--- config.mk ---
export PLATFORM = sky130hd
export DESIGN_NAME = edge_detect_mc
export DESIGN_NICKNAME = d
export VERILOG_FILES = /design/src/rtl/edge_detect_pkg.sv /design/src/rtl/edge_detect_mc_edge_filt.sv /design/src/rtl/edge_detect_mc.sv
export SDC_FILE = /design/constraint.sdc
export NUM_CORES = 1
export LEC_CHECK = 0
export ABC_AREA = 0
export CELL_PAD_IN_SITES_DETAIL_PLACEMENT = 1
export CELL_PAD_IN_SITES_GLOBAL_PLACEMENT = 2
export CORE_MARGIN = 2
export CORE_UTILIZATION = 26
export DETAILED_ROUTE_END_ITERATION = 8
export PLACE_DENSITY_LB_ADDON = 0.1
export SETUP_SLACK_MARGIN = 0.15
export SKIP_LAST_GASP = 1
export SYNTH_ARGS = -nofsm -noshare
export SYNTH_HDL_FRONTEND = slang
export SYNTH_SLANG_ARGS = --single-unit
export TNS_END_PERCENT = 50
--- constraint.sdc ---
create_clock -name clk -period 1.2 [get_ports clk]
set_input_delay 0.24 -clock clk [delete_from_list [all_inputs] [get_ports clk]]
set_output_delay 0.24 -clock clk [all_outputs]
set_load 0.05 [all_outputs]
--- src/rtl/edge_detect_pkg.sv ---
// Shared constants for edge_detect_mc: per-channel mode encoding and parameter limits.
package edge_detect_pkg;

  localparam logic [1:0] MODE_OFF  = 2'b00;
  localparam logic [1:0] MODE_RISE = 2'b01;
  localparam logic [1:0] MODE_FALL = 2'b10;
  localparam logic [1:0] MODE_BOTH = 2'b11;

  localparam int WIDTH_MIN    = 1;
  localparam int WIDTH_MAX    = 32;
  localparam int SYNC_MIN     = 2;
  localparam int SYNC_MAX     = 4;
  localparam int FILT_CYC_MIN = 1;
  localparam int FILT_CYC_MAX = 255;

  function automatic logic rise_enabled(input logic [1:0] m);
    return (m == MODE_RISE) || (m == MODE_BOTH);
  endfunction

  function automatic logic fall_enabled(input logic [1:0] m);
    return (m != MODE_OFF) && (m != MODE_RISE);
  endfunction

endpackage

--- src/rtl/edge_detect_mc_edge_filt.sv ---
// One channel: synchroniser, optional glitch filter (EDGE_DETECT_MC_FILT_EN), edge registers.
module edge_filt
  import edge_detect_pkg::*;
#(
  parameter int SYNC_STAGES = 2
`ifdef EDGE_DETECT_MC_FILT_EN
  , parameter int FILT_CYC  = 4
`endif
) (
  input  logic       clk,
  input  logic       rstn,
  input  logic       pulse,
  input  logic [1:0] mode,
  output logic       pos_edge,
  output logic       neg_edge,
  output logic       level,
  output logic       evt_set
);

  logic [SYNC_STAGES-1:0] sync_reg;
  logic                   sync_lvl;
  logic                   level_reg;
  logic                   rise_det;
  logic                   fall_det;
  logic                   pos_next;
  logic                   neg_next;
  logic                   pos_edge_reg;
  logic                   neg_edge_reg;

  always_ff @(posedge clk) begin
    if (!rstn) begin
      sync_reg <= '0;
    end else begin
      sync_reg <= {sync_reg[SYNC_STAGES-2:0], pulse};
    end
  end

  assign sync_lvl = sync_reg[SYNC_STAGES-1];

`ifdef EDGE_DETECT_MC_FILT_EN
  localparam logic [7:0] FILT_LAST = 8'(FILT_CYC - 1);

  logic [7:0] cnt_reg;
  logic       level_d_reg;

  // Level flips on the FILT_CYC-th consecutive cycle of disagreement; edges come one cycle later.
  always_ff @(posedge clk) begin
    if (!rstn) begin
      cnt_reg     <= '0;
      level_reg   <= 1'b0;
      level_d_reg <= 1'b0;
    end else begin
      level_d_reg <= level_reg;
      if (sync_lvl == level_reg) begin
        cnt_reg <= '0;
      end else if (cnt_reg == FILT_LAST) begin
        cnt_reg   <= '0;
        level_reg <= sync_lvl;
      end else begin
        cnt_reg <= cnt_reg + 8'd1;
      end
    end
  end

  assign rise_det = level_reg & ~level_d_reg;
  assign fall_det = ~level_reg & level_d_reg;
`else
  // Unfiltered: edges are registered alongside the level so latency stays SYNC_STAGES.
  always_ff @(posedge clk) begin
    if (!rstn) begin
      level_reg <= 1'b0;
    end else begin
      level_reg <= sync_lvl;
    end
  end

  assign rise_det = sync_lvl & ~level_reg;
  assign fall_det = ~sync_lvl & level_reg;
`endif

  assign pos_next = rise_det & rise_enabled(mode);
  assign neg_next = fall_det & fall_enabled(mode);

  always_ff @(posedge clk) begin
    if (!rstn) begin
      pos_edge_reg <= 1'b0;
      neg_edge_reg <= 1'b0;
    end else begin
      pos_edge_reg <= pos_next;
      neg_edge_reg <= neg_next;
    end
  end

  assign pos_edge = pos_edge_reg;
  assign neg_edge = neg_edge_reg;
  assign level    = level_reg;
  assign evt_set  = pos_next | neg_next;

endmodule

--- src/rtl/edge_detect_mc.sv ---
// Multi-channel edge detector with sticky event flags and irq; filter enabled by EDGE_DETECT_MC_FILT_EN.
module edge_detect_mc
  import edge_detect_pkg::*;
#(
  parameter int WIDTH       = 8,
  parameter int SYNC_STAGES = 2,
  parameter int FILT_CYC    = 4
) (
  input  logic               clk,
  input  logic               rstn,
  input  logic [WIDTH-1:0]   pulse,
  input  logic [2*WIDTH-1:0] mode,
  input  logic [WIDTH-1:0]   evt_clr,
  output logic [WIDTH-1:0]   pos_edge,
  output logic [WIDTH-1:0]   neg_edge,
  output logic [WIDTH-1:0]   level,
  output logic [WIDTH-1:0]   evt_pend,
  output logic               irq
);

  logic [WIDTH-1:0] evt_set;
  logic [WIDTH-1:0] evt_pend_reg;
  logic             irq_reg;

  // Out-of-range parameters leave a visibly named block in the elaborated hierarchy.
  if (WIDTH < WIDTH_MIN || WIDTH > WIDTH_MAX) begin : g_bad_width
  end
  if (SYNC_STAGES < SYNC_MIN || SYNC_STAGES > SYNC_MAX) begin : g_bad_sync_stages
  end
  if (FILT_CYC < FILT_CYC_MIN || FILT_CYC > FILT_CYC_MAX) begin : g_bad_filt_cyc
  end

  for (genvar gi = 0; gi < WIDTH; gi++) begin : g_chan
    edge_filt #(
      .SYNC_STAGES (SYNC_STAGES)
`ifdef EDGE_DETECT_MC_FILT_EN
      , .FILT_CYC  (FILT_CYC)
`endif
    ) u_edge_filt (
      .clk      (clk),
      .rstn     (rstn),
      .pulse    (pulse[gi]),
      .mode     (mode[2*gi +: 2]),
      .pos_edge (pos_edge[gi]),
      .neg_edge (neg_edge[gi]),
      .level    (level[gi]),
      .evt_set  (evt_set[gi])
    );
  end

  // A new event outranks a simultaneous clear.
  always_ff @(posedge clk) begin
    if (!rstn) begin
      evt_pend_reg <= '0;
      irq_reg      <= 1'b0;
    end else begin
      evt_pend_reg <= (evt_pend_reg & ~evt_clr) | evt_set;
      irq_reg      <= |evt_pend_reg;
    end
  end

  assign evt_pend = evt_pend_reg;
  assign irq      = irq_reg;

endmodule

### Word level (Yosys, flattened, before mapping)

Cells that the tools add are included.

* register bits: 49
* bits in latches: 0
* bits in writable memories: 0
* bits in read-only memories: 0
* input bits: 34
* output and inout port bits: 33
* logic and storage cells: 142
* memories kept: 0

* add/sub/neg operators: 0
* multipliers: 0
* div/mod/pow operators: 0
* order comparisons: 0
* eq/ne operators: 24
* shift operators: 0
* muxes and demuxes: 0
* bitwise gates (word level): 59
* reductions and logical operators: 25

Operators with widths (count)
* $and A1 B1 Y1: 32
* $eq A2 B1 Y1 const B: 8
* $eq A2 B2 Y1 const B: 8
* $ne A2 B1 Y1 const B: 8
* $not A1 Y1: 16
* $reduce_bool A2 Y1: 8
* $and A8 B8 Y8: 1
* $logic_and A1 B1 Y1: 8
* $logic_or A1 B1 Y1: 8
* $not A8 Y8: 1
* $or A1 B1 Y1: 8
* $or A8 B8 Y8: 1
* $reduce_or A8 Y1: 1

### Logic depth before layout (Yosys ltp)

Gate-level depths: netlist of the first run.

* depth in word-level cells: 5
* mapped depth: 3
* depth with buffers taken out: 2

### By module

From an unflattened synthesis of the first run, not the netlist that was laid out.

* cells, all modules: 133
* area total of the unflattened synthesis: 1565.3 sq um

By module, submodules not included
* edge_filt: times used 8, cells an instance 13, area each 153.9 sq um, seq. area each 100.1 sq um
* edge_detect_mc: times used 1, cells an instance 29, area each 334.1 sq um, seq. area each 180.2 sq um

### Worst setup path before layout of the first run

Ideal clock, no wire load.

* kind: register to register
* start point: register evt_pend_reg[1], in the netlist evt_pend[1]
* end point: register irq_reg, in the netlist irq
* library setup time: 132 ps
* arrival time: 857 ps
* data required time: 1068 ps
* path slack: 211 ps
* cell stages (with the launch flop): 3
* buffers on the path: 0
* period minus slack after synthesis: 989 ps
* cell sequence: dfxtp_1 nor4_1 a21boi_0

* longest elaborated chain between the ends: 1

Ends and longest elaborated chain
* from (decl): line edge_detect_mc.sv:22 `logic [WIDTH-1:0] evt_pend_reg;`
* from (signal assigned): line edge_detect_mc.sv:57 `evt_pend_reg <= (evt_pend_reg & ~evt_clr) | evt_set;`
* $reduce_or A8 Y1: line edge_detect_mc.sv:58 `irq_reg <= |evt_pend_reg;`
* to (signal assigned): line edge_detect_mc.sv:58
* to (decl): line edge_detect_mc.sv:23 `logic irq_reg;`

No other way between the ends.
A chain may end at the register's enable or synchronous reset.

### Final worst setup path of the first run

* start point: register evt_pend_reg[4], in the netlist evt_pend[4]
* end point: output port evt_pend[4]

RTL lines
* to (decl): line edge_detect_mc.sv:17 `output logic [WIDTH-1:0] evt_pend,`

No word-level cell between the ends.

==> run metrics, run 1 <==
M1 wire length=1.47 mm; maxcap violations=0; clock root cell=clkbuf_8; RSZ-0062 raised after global routing=yes; Post-Layout Cell Count=approximately 270; worst hold slack=~0.43 ns; wire length on met2=~1.8 mm; area grow syn2layout=69.4%; Reg2Reg Depth=2; CP endpoint kind=primary output; met3 wire len=around 270 um; # rows=29; global-route wire length before repair=just under 6 mm; total negative setup slack=0 ns; clk buf depth=2; area occupied by multi-input gates=between 400 and 500 um^2; Ant. Diodes=0; Fill cells=about 650; P per Cell Area=1170 nW/um^2; Reg area=roughly 1000 um^2; number of global-route vias before repair=~1.2k; Final Hold Viols=0; Chip Width=84.4 um; total iterations of the first detailed-routing run=4; Final Util=0.450; CP Data Required Time=between 0.9 and 1 ns; Antenna Nets Post-Route=0; GRT Residual Overflow=0; min cycle time layout=roughly 1.1 ns; Pins Over Slew Limit=0; post-synthesis sequential area ratio=0.584; max reg flops=16; Worst R2R End=evt_pend[4]; H-tree levels=2; mapped cell area=around 1700 um^2; total wire length=3.64 mm; HP Class=flip-flop to flip-flop; Cells after DPL=258; clk sink count=49; Slew headroom=0.842; Final Worst Setup Slack=approximately 0.09 ns; Starting Density=0.266; vias per cell=around 4.2; Max VDD drop=about 0.7 mV; Critical Path Source=evt_pend[4]; CP Launch Type=flip-flop; pre-CTS WS=-0.387 ns; Ports=67; Finished Cell Area=2840 um^2; Clock Skew=0.00466 ns; Critical Path End=evt_pend[4]; DR top layer=met4; Leak=~1.2 nW; Wirelength per Cell=~13 um; DRC errors left=0; die height=~84 um; CTS Buf Count=5; initial antenna violation count=0; TritonCTS clock tree=yes; Avg Inst Size Synth=12.3 um^2; worst slew pin tran=0.235 ns; status=finished, final reports clean; Total Nets Final=approximately 230; Max Fclk=about 0.9 GHz; Via Count=approximately 1.1k; Yosys cell types=13; Clk pin slew, worst setup/hold paths=about 0.080 ns; Mapped Nets=171; core area=about 6300 um^2; Reg2Reg Setup Slack=roughly 0.20 ns; CP max FO=2; layout cells sized above 1=0.469; warnings from Yosys=0; GRT Total Usage=0.107; drt initial violations=35; dpl cell area=2610 um^2; Clock Latency Late Sink=just under 0.3 ns; die area=between 7000 and 8000 um^2; CP Class=flip-flop to primary output; Routability Congestion=about 0.76; CP Cell Sequence=buf_6 > buf_12; I/O Buffers=66; Worst Path Arrival=~0.87 ns; CP max stage delay=0.33 ns; dpl hpwl=about 2.8 mm; fin crit share=0.925; final setup vio count=0; CP max stage cell=dfxtp_2; Post-Synthesis Cells=137; largest net degree at the start of global routing=27; Final Power=between 3 and 4 mW; Seq cells post-synth=just under 50; worst r2r src=g_chan[4].u_edge_filt.level
layout by cell type, fill, tap and decap left out, types with 2 or more instances in the layout:
master	count
dfxtp_2	14
dfxtp_1	23
clkdlybuf4s50_1	32
clkbuf_8	6
nor4_2	2
and2_1	24
inv_1	8
buf_12	34
a311o_1	8
buf_4	10
and4b_1	5
dfxtp_4	12
and4b_4	10
power by group:
part           switching (mW)  leakage (nW)  internal (mW)
clock network           0.506        0.0585          0.679
logic                   0.172         0.683          0.262
registers              0.0402         0.416           1.66
total                   0.719          1.16           2.60
cell families (layout without fill, tap and decap cells):
kind of cell,Yosys count,in the layout,synth area share
AND/OR/NAND/NOR,42,42,0.215
AO/OA/AOI/OAI,9,9,0.0522
buffers and inverters,37,94,0.148
flip-flops,49,49,0.584
critical path: cells and delay by family, from the launching register on:
family,cells,cell delay [ns]
flip-flops,1,0.33
buffers and inverters,2,0.24
worst min path at each step:
stage	startpoint	endpoint	slack, ns	cells past startpoint
after floorplan	pulse[3]	g_chan[3].u_edge_filt.sync_reg[0]	0.36	1
after global placement	g_chan[1].u_edge_filt.sync_reg[0]	g_chan[1].u_edge_filt.sync_reg[1]	0.42	1
after detailed placement	g_chan[0].u_edge_filt.sync_reg[0]	g_chan[0].u_edge_filt.sync_reg[1]	0.42	1
after CTS	g_chan[4].u_edge_filt.sync_reg[0]	g_chan[4].u_edge_filt.sync_reg[1]	0.44	1
after global routing	g_chan[7].u_edge_filt.sync_reg[0]	g_chan[7].u_edge_filt.sync_reg[1]	0.46	1
final	g_chan[4].u_edge_filt.sync_reg[0]	g_chan[4].u_edge_filt.sync_reg[1]	0.43	1
cells in the mapped netlist:
master / count / area (um^2)
and4b_1: 5 / 50.1
a21boi_0: 1 / 7.51
and2_1: 24 / 150
buf_4: 25 / 188
dlymetal6s2s_1: 1 / 12.5
inv_1: 8 / 30.0
clkbuf_1: 2 / 7.51
buf_6: 1 / 11.3
and4b_2: 1 / 11.3
a311o_1: 8 / 80.1
and4b_4: 10 / 138
dfxtp_1: 49 / 981
nor4_1: 2 / 12.5
what timing repair did:
action                                  in CTS  in global routing
setup buffers                                5                  0
gates resized for setup                     21                 21
endpoints found under the setup margin      45                 39
hold buffers                                 0                  0
metal layers:
metal / up-vias / track usage
met4: 0 / 0.0519
met1: 542 / 0.124
met3: 7 / 0.0403
li1: 553 / -
met2: 42 / 0.176
met5: - / 0
final cells by class:
type,instances,area share
clock buffers,7,0.0304
clock inverters,1,0.0106
inverters,8,0.0106
multi-input cells,51,0.162
flip-flops and latches,49,0.367
well taps,77,0.0339
repair buffers,78,0.385
(Power assumes the default switching activity.)
==> run 2, diff against run 1 <==
Settings changed: CORE_MARGIN 2 to default, CTS_BUF_LIST from default to sky130_fd_sc_hd__clkbuf_8 sky130_fd_sc_hd__clkbuf_16.
==> run metrics, run 2 (same netlist as run 1, synthesis figures left out) <==
Post-Layout Cell Count=268 (-1.1%); CP max stage cell=dfxtp_2; worst slew pin tran=0.237 ns (+0.00241 ns); Antenna Nets Post-Route=0 (unchanged); Final Hold Viols=0 (unchanged); max reg flops=16 (unchanged); area occupied by multi-input gates=462 um^2 (unchanged); drt initial violations=19 (-46%); Max Fclk=0.892 GHz (-0.98%); CP Launch Type=flip-flop; core area=6060 um^2 (-4.0%); Via Count=1141 (-0.26%); Worst Path Buf+Inv=2 (unchanged); Clock Skew=0.00364 ns (-0.00101 ns); RSZ-0062 raised after global routing=yes; largest net degree at the start of global routing=17 (-37%); clock root cell=clkbuf_8; Routability Congestion=0.633 (-17%); DRC errors left=0 (unchanged); die area=6780 um^2 (-4.7%); min cycle time layout=1.12 ns (+0.0110 ns); pre-CTS WS=-0.380 ns (+0.00646 ns); total iterations of the first detailed-routing run=4 (unchanged); Chip Width=82.4 um (-2.4%); CP Data Required Time=0.96 ns (about the same); Slew headroom=0.841 (-0.00162); vias per cell=4.26 (+0.85%); CP endpoint kind=primary output; Clk pin slew, worst setup/hold paths=0.08 ns (about the same); final setup vio count=0 (unchanged); Critical Path Source=evt_pend[3]; dpl hpwl=2.77 mm (-1.4%); CP max FO=2 (unchanged); P per Cell Area=1160 nW/um^2 (-0.68%); area grow syn2layout=70.6%; Cells after DPL=255 (-1.2%); Starting Density=0.277 (+0.0111); Worst Path Arrival=0.88 ns (about the same); most frequent cells in the layout=buf_12, clkdlybuf4s50_1, dfxtp_1; Final Worst Setup Slack=0.0795 ns (-0.0110 ns); clk buf depth=2 (unchanged); Pins Over Slew Limit=0 (unchanged); maxcap violations=0 (unchanged); CP Class=flip-flop to primary output; number of global-route vias before repair=1175 (-4.3%); total wire length=3.80 mm (+4.2%); worst r2r src=evt_pend[1]; Ant. Diodes=0 (unchanged); CP Cell Sequence=buf_6 > buf_12; Clock Latency Late Sink=0.29 ns (about the same); die height=82.4 um (-2.4%); H-tree levels=2 (unchanged); CP max stage delay=0.33 ns (about the same); # rows=28 (-3.4%); Leak=1.17 nW (+1.1%); most common cell after layout, fill and taps aside=buf_12; Total Nets Final=226 (-0.44%); HP Class=flip-flop to flip-flop; Fill cells=620 (-3.9%); Worst Hold Launch=g_chan[2].u_edge_filt.sync_reg[0]; GRT Total Usage=0.124 (+0.0168); CTS Buf Count=5 (unchanged); fin crit share=0.934 (+0.00913); Max VDD drop=0.556 mV (-21%); Reg area=1050 um^2 (+0.24%); Final Power=3.32 mW (about the same); Ports=67 (unchanged); delay-heaviest family, CP=flip-flops; global-route wire length before repair=6.02 mm (+1.2%); TritonCTS clock tree=yes; GRT Residual Overflow=0 (unchanged); clk sink count=49 (unchanged); status=finished, final reports clean; Wirelength per Cell=14.2 um (+5.4%); initial antenna violation count=0 (unchanged); I/O Buffers=66 (unchanged); layout cells sized above 1=0.461 (-0.00793)
[run 2: cell count changes in the layout (fill, tap and decap cells not counted), sizes merged]
cell           change
buf                -2
bufbuf             +1
clkbuf             -1
clkdlybuf4s15      +1
dlygate4sd2        -1
inv                +1
[run 2: stage by stage]
| step | util | setup TNS, ns | hold WS [ns] | area, um^2 |
|---|---|---|---|---|
| final | 0.473 | 0 | 0.438 | 2860 |
| after global routing | 0.473 | 0 | 0.460 | 2860 |
| after CTS | 0.465 | 0 | 0.440 | 2820 |
| after detailed placement | 0.429 | -6.32 | 0.420 | 2600 |
| after global placement | 0.429 | -5.18 | 0.416 | 2600 |
| after floorplan | - | 0 | 0.362 | 1680 |
[run 2: layout make-up]
type,count,area share
clock buffer,6,0.0288
clock inverter,2,0.0118
inverter,8,0.0105
multi-input combinational,51,0.161
sequential,49,0.365
tap,75,0.0328
timing repair buffer,77,0.390
[run 2: repair_timing]
action / CTS / global route
resized for setup: 27 / 17
setup buffers: 3 / 1
hold buffers: 0 / 0
setup endpoints to repair: 41 / 35
endpoints found under the hold margin: 0 / 0
cloned: 1 / 0
[run 2: where the power goes]
part           total (mW)  internal (mW)  switching (mW)
Sequential           1.70           1.66          0.0417
Combinational       0.447          0.272           0.175
Clock                1.18          0.671           0.506
Total                3.32           2.60           0.722
[run 2: final timing paths]
| check | end | slack (ns) | cells past startpoint |
|---|---|---|---|
| min reg2reg | g_chan[2].u_edge_filt.sync_reg[1] | 0.44 | 1 |
| max | evt_pend[3] | 0.08 | 2 |
| min | g_chan[2].u_edge_filt.sync_reg[1] | 0.44 | 1 |
| max reg2reg | irq | 0.17 | 3 |
[run 2: per-layer routing]
layer	vias to the layer above	track usage	share of wire
li1	547	-	-
met1	548	0.139	0.38
met2	39	0.214	0.53
met3	7	0.0484	0.068
met4	0	0.0421	0.014
met5	-	0	0
==> run 3, diff against run 2 <==
Settings changed: CORE_ASPECT_RATIO from default to 1.4.
==> run metrics, run 3 (same netlist as run 1, synthesis figures left out) <==
Routability Congestion=0.698 (+10%); die area=6790 um^2 (about the same); CP max FO=22 (+20); global-route wire length before repair=5.87 mm (-2.5%); P per Cell Area=1090 nW/um^2 (-6.3%); CP Class=input pin to flip-flop; Leak=1.14 nW (-2.4%); initial antenna violation count=0 (unchanged); Ports=67 (unchanged); I/O Buffers=66 (unchanged); Clock Skew=0.00647 ns (+0.00283 ns); Slew headroom=0.808 (-0.0330); Via Count=1124 (-1.5%); Final Worst Setup Slack=0.148 ns (+0.0689 ns); core area=6210 um^2 (+2.5%); largest net degree at the start of global routing=23 (+6); H-tree levels=2 (unchanged); worst slew pin tran=0.286 ns (+0.0488 ns); most frequent cells in the layout=buf_12, clkdlybuf4s50_1, and2_1; total wire length=3.53 mm (-7.0%); min cycle time layout=1.05 ns (-0.0689 ns); Antenna Nets Post-Route=0 (unchanged); HP Class=flip-flop to flip-flop; Total Nets Final=223 (-1.3%); clock root cell=clkbuf_8; dpl hpwl=2.54 mm (-8.0%); Max VDD drop=0.579 mV (+4.0%); Ant. Diodes=0 (unchanged); Fill cells=621 (+0.16%); fin crit share=0.876 (-0.0574); status=finished, final reports clean; DRC errors left=0 (unchanged); CTS Buf Count=5 (unchanged); maxcap violations=0 (unchanged); die height=97.1 um (+18%); dpl cell area=2570 um^2 (-1.3%); area grow syn2layout=65.4%; Reg2Reg Setup Slack=0.20 ns (+0.03 ns); clk sink count=49 (unchanged); Finished Cell Area=2780 um^2 (-3.1%); # rows=34 (+21%); clk buf depth=2 (unchanged); Final Power=3.02 mW (-9.1%); layout cells sized above 1=0.442 (-0.0190); max reg flops=16 (unchanged); Chip Width=69.9 um (-15%); total negative setup slack=0 ns (unchanged); total iterations of the first detailed-routing run=2 (-2); TritonCTS clock tree=yes; pre-CTS WS=-0.377 ns (+0.00346 ns); CP Data Required Time=1.38 ns (+0.42 ns); Final Hold Viols=0 (unchanged); most common cell after layout, fill and taps aside=buf_12; Clk pin slew, worst setup/hold paths=0.08 ns (about the same); drt initial violations=17 (-2); Pins Over Slew Limit=0 (unchanged); Starting Density=0.270 (-0.00670); GRT Residual Overflow=0 (unchanged); RSZ-0062 raised after global routing=yes; CP endpoint kind=flip-flop; Clock Latency Late Sink=0.29 ns (about the same); Worst Path Arrival=1.23 ns (+0.35 ns); GRT Total Usage=0.111 (-0.0128); final setup vio count=0 (unchanged); worst hold slack=0.437 ns (-0.00149 ns); CP Launch Type=input pin; number of global-route vias before repair=1183 (+0.68%); vias per cell=4.29 (+0.77%); Wirelength per Cell=13.5 um (-4.8%); Max Fclk=0.951 GHz (+6.6%)
==> run 3: cell types whose count changed in the layout (fill, tap and decap cells not counted), sizes merged <==
cell / change
buf: -3
inv: +2
bufinv: -1
clkbuf: -1
clkdlybuf4s15: -1
dlygate4sd2: +1
==> run 3: worst paths after layout <==
kind                                     startpoint                                 to  cells after the start
hold / removal    g_chan[7].u_edge_filt.sync_reg[0]  g_chan[7].u_edge_filt.sync_reg[1]                      1
setup / recovery                               rstn                        evt_pend[0]                      4
setup reg to reg        g_chan[5].u_edge_filt.level                        evt_pend[5]                      2
hold reg to reg   g_chan[7].u_edge_filt.sync_reg[0]  g_chan[7].u_edge_filt.sync_reg[1]                      1
==> run 3: critical path: stages <==
cell           delay (ns)
dlygate4sd2_1        0.29
buf_12               0.18
and4b_4              0.21
a311o_1              0.31
==> run 3: timing repair <==
item	CTS	global route
hold buffers	0	0
endpoints found under the setup margin	41	37
resized for setup	21	17
cloned	1	0
setup buffers	5	0
hold endpoints to repair	0	0
==> run 3: routing by layer <==
layer,GRT usage,part of all wire
met1,0.114,0.36
met2,0.201,0.56
met3,0.0342,0.060
met4,0.0554,0.022
met5,0,0
==> run 3: where the power goes <==
part / total, mW / internal, mW / switching, mW
logic: 0.428 / 0.261 / 0.167
clock network: 0.887 / 0.389 / 0.497
registers: 1.70 / 1.67 / 0.0396
==> run 3: layout make-up <==
cell class / instances / area, um^2 / share of cell area
clock inverter: 3 / 11.3 / 0.00406
multi-input combinational: 51 / 449 / 0.162
timing repair buffer: 74 / 1090 / 0.392
clock buffer: 5 / 68.8 / 0.0248
tap: 72 / 90.1 / 0.0324
inverter: 8 / 30.0 / 0.0108
sequential: 49 / 1040 / 0.374
==> run 3: through the flow <==
stage / util / cells
after global placement: 0.414 / 248
after global routing: 0.447 / 262
after floorplan: - / 137
after detailed placement: 0.414 / 248
final: 0.447 / 262
after CTS: 0.443 / 262
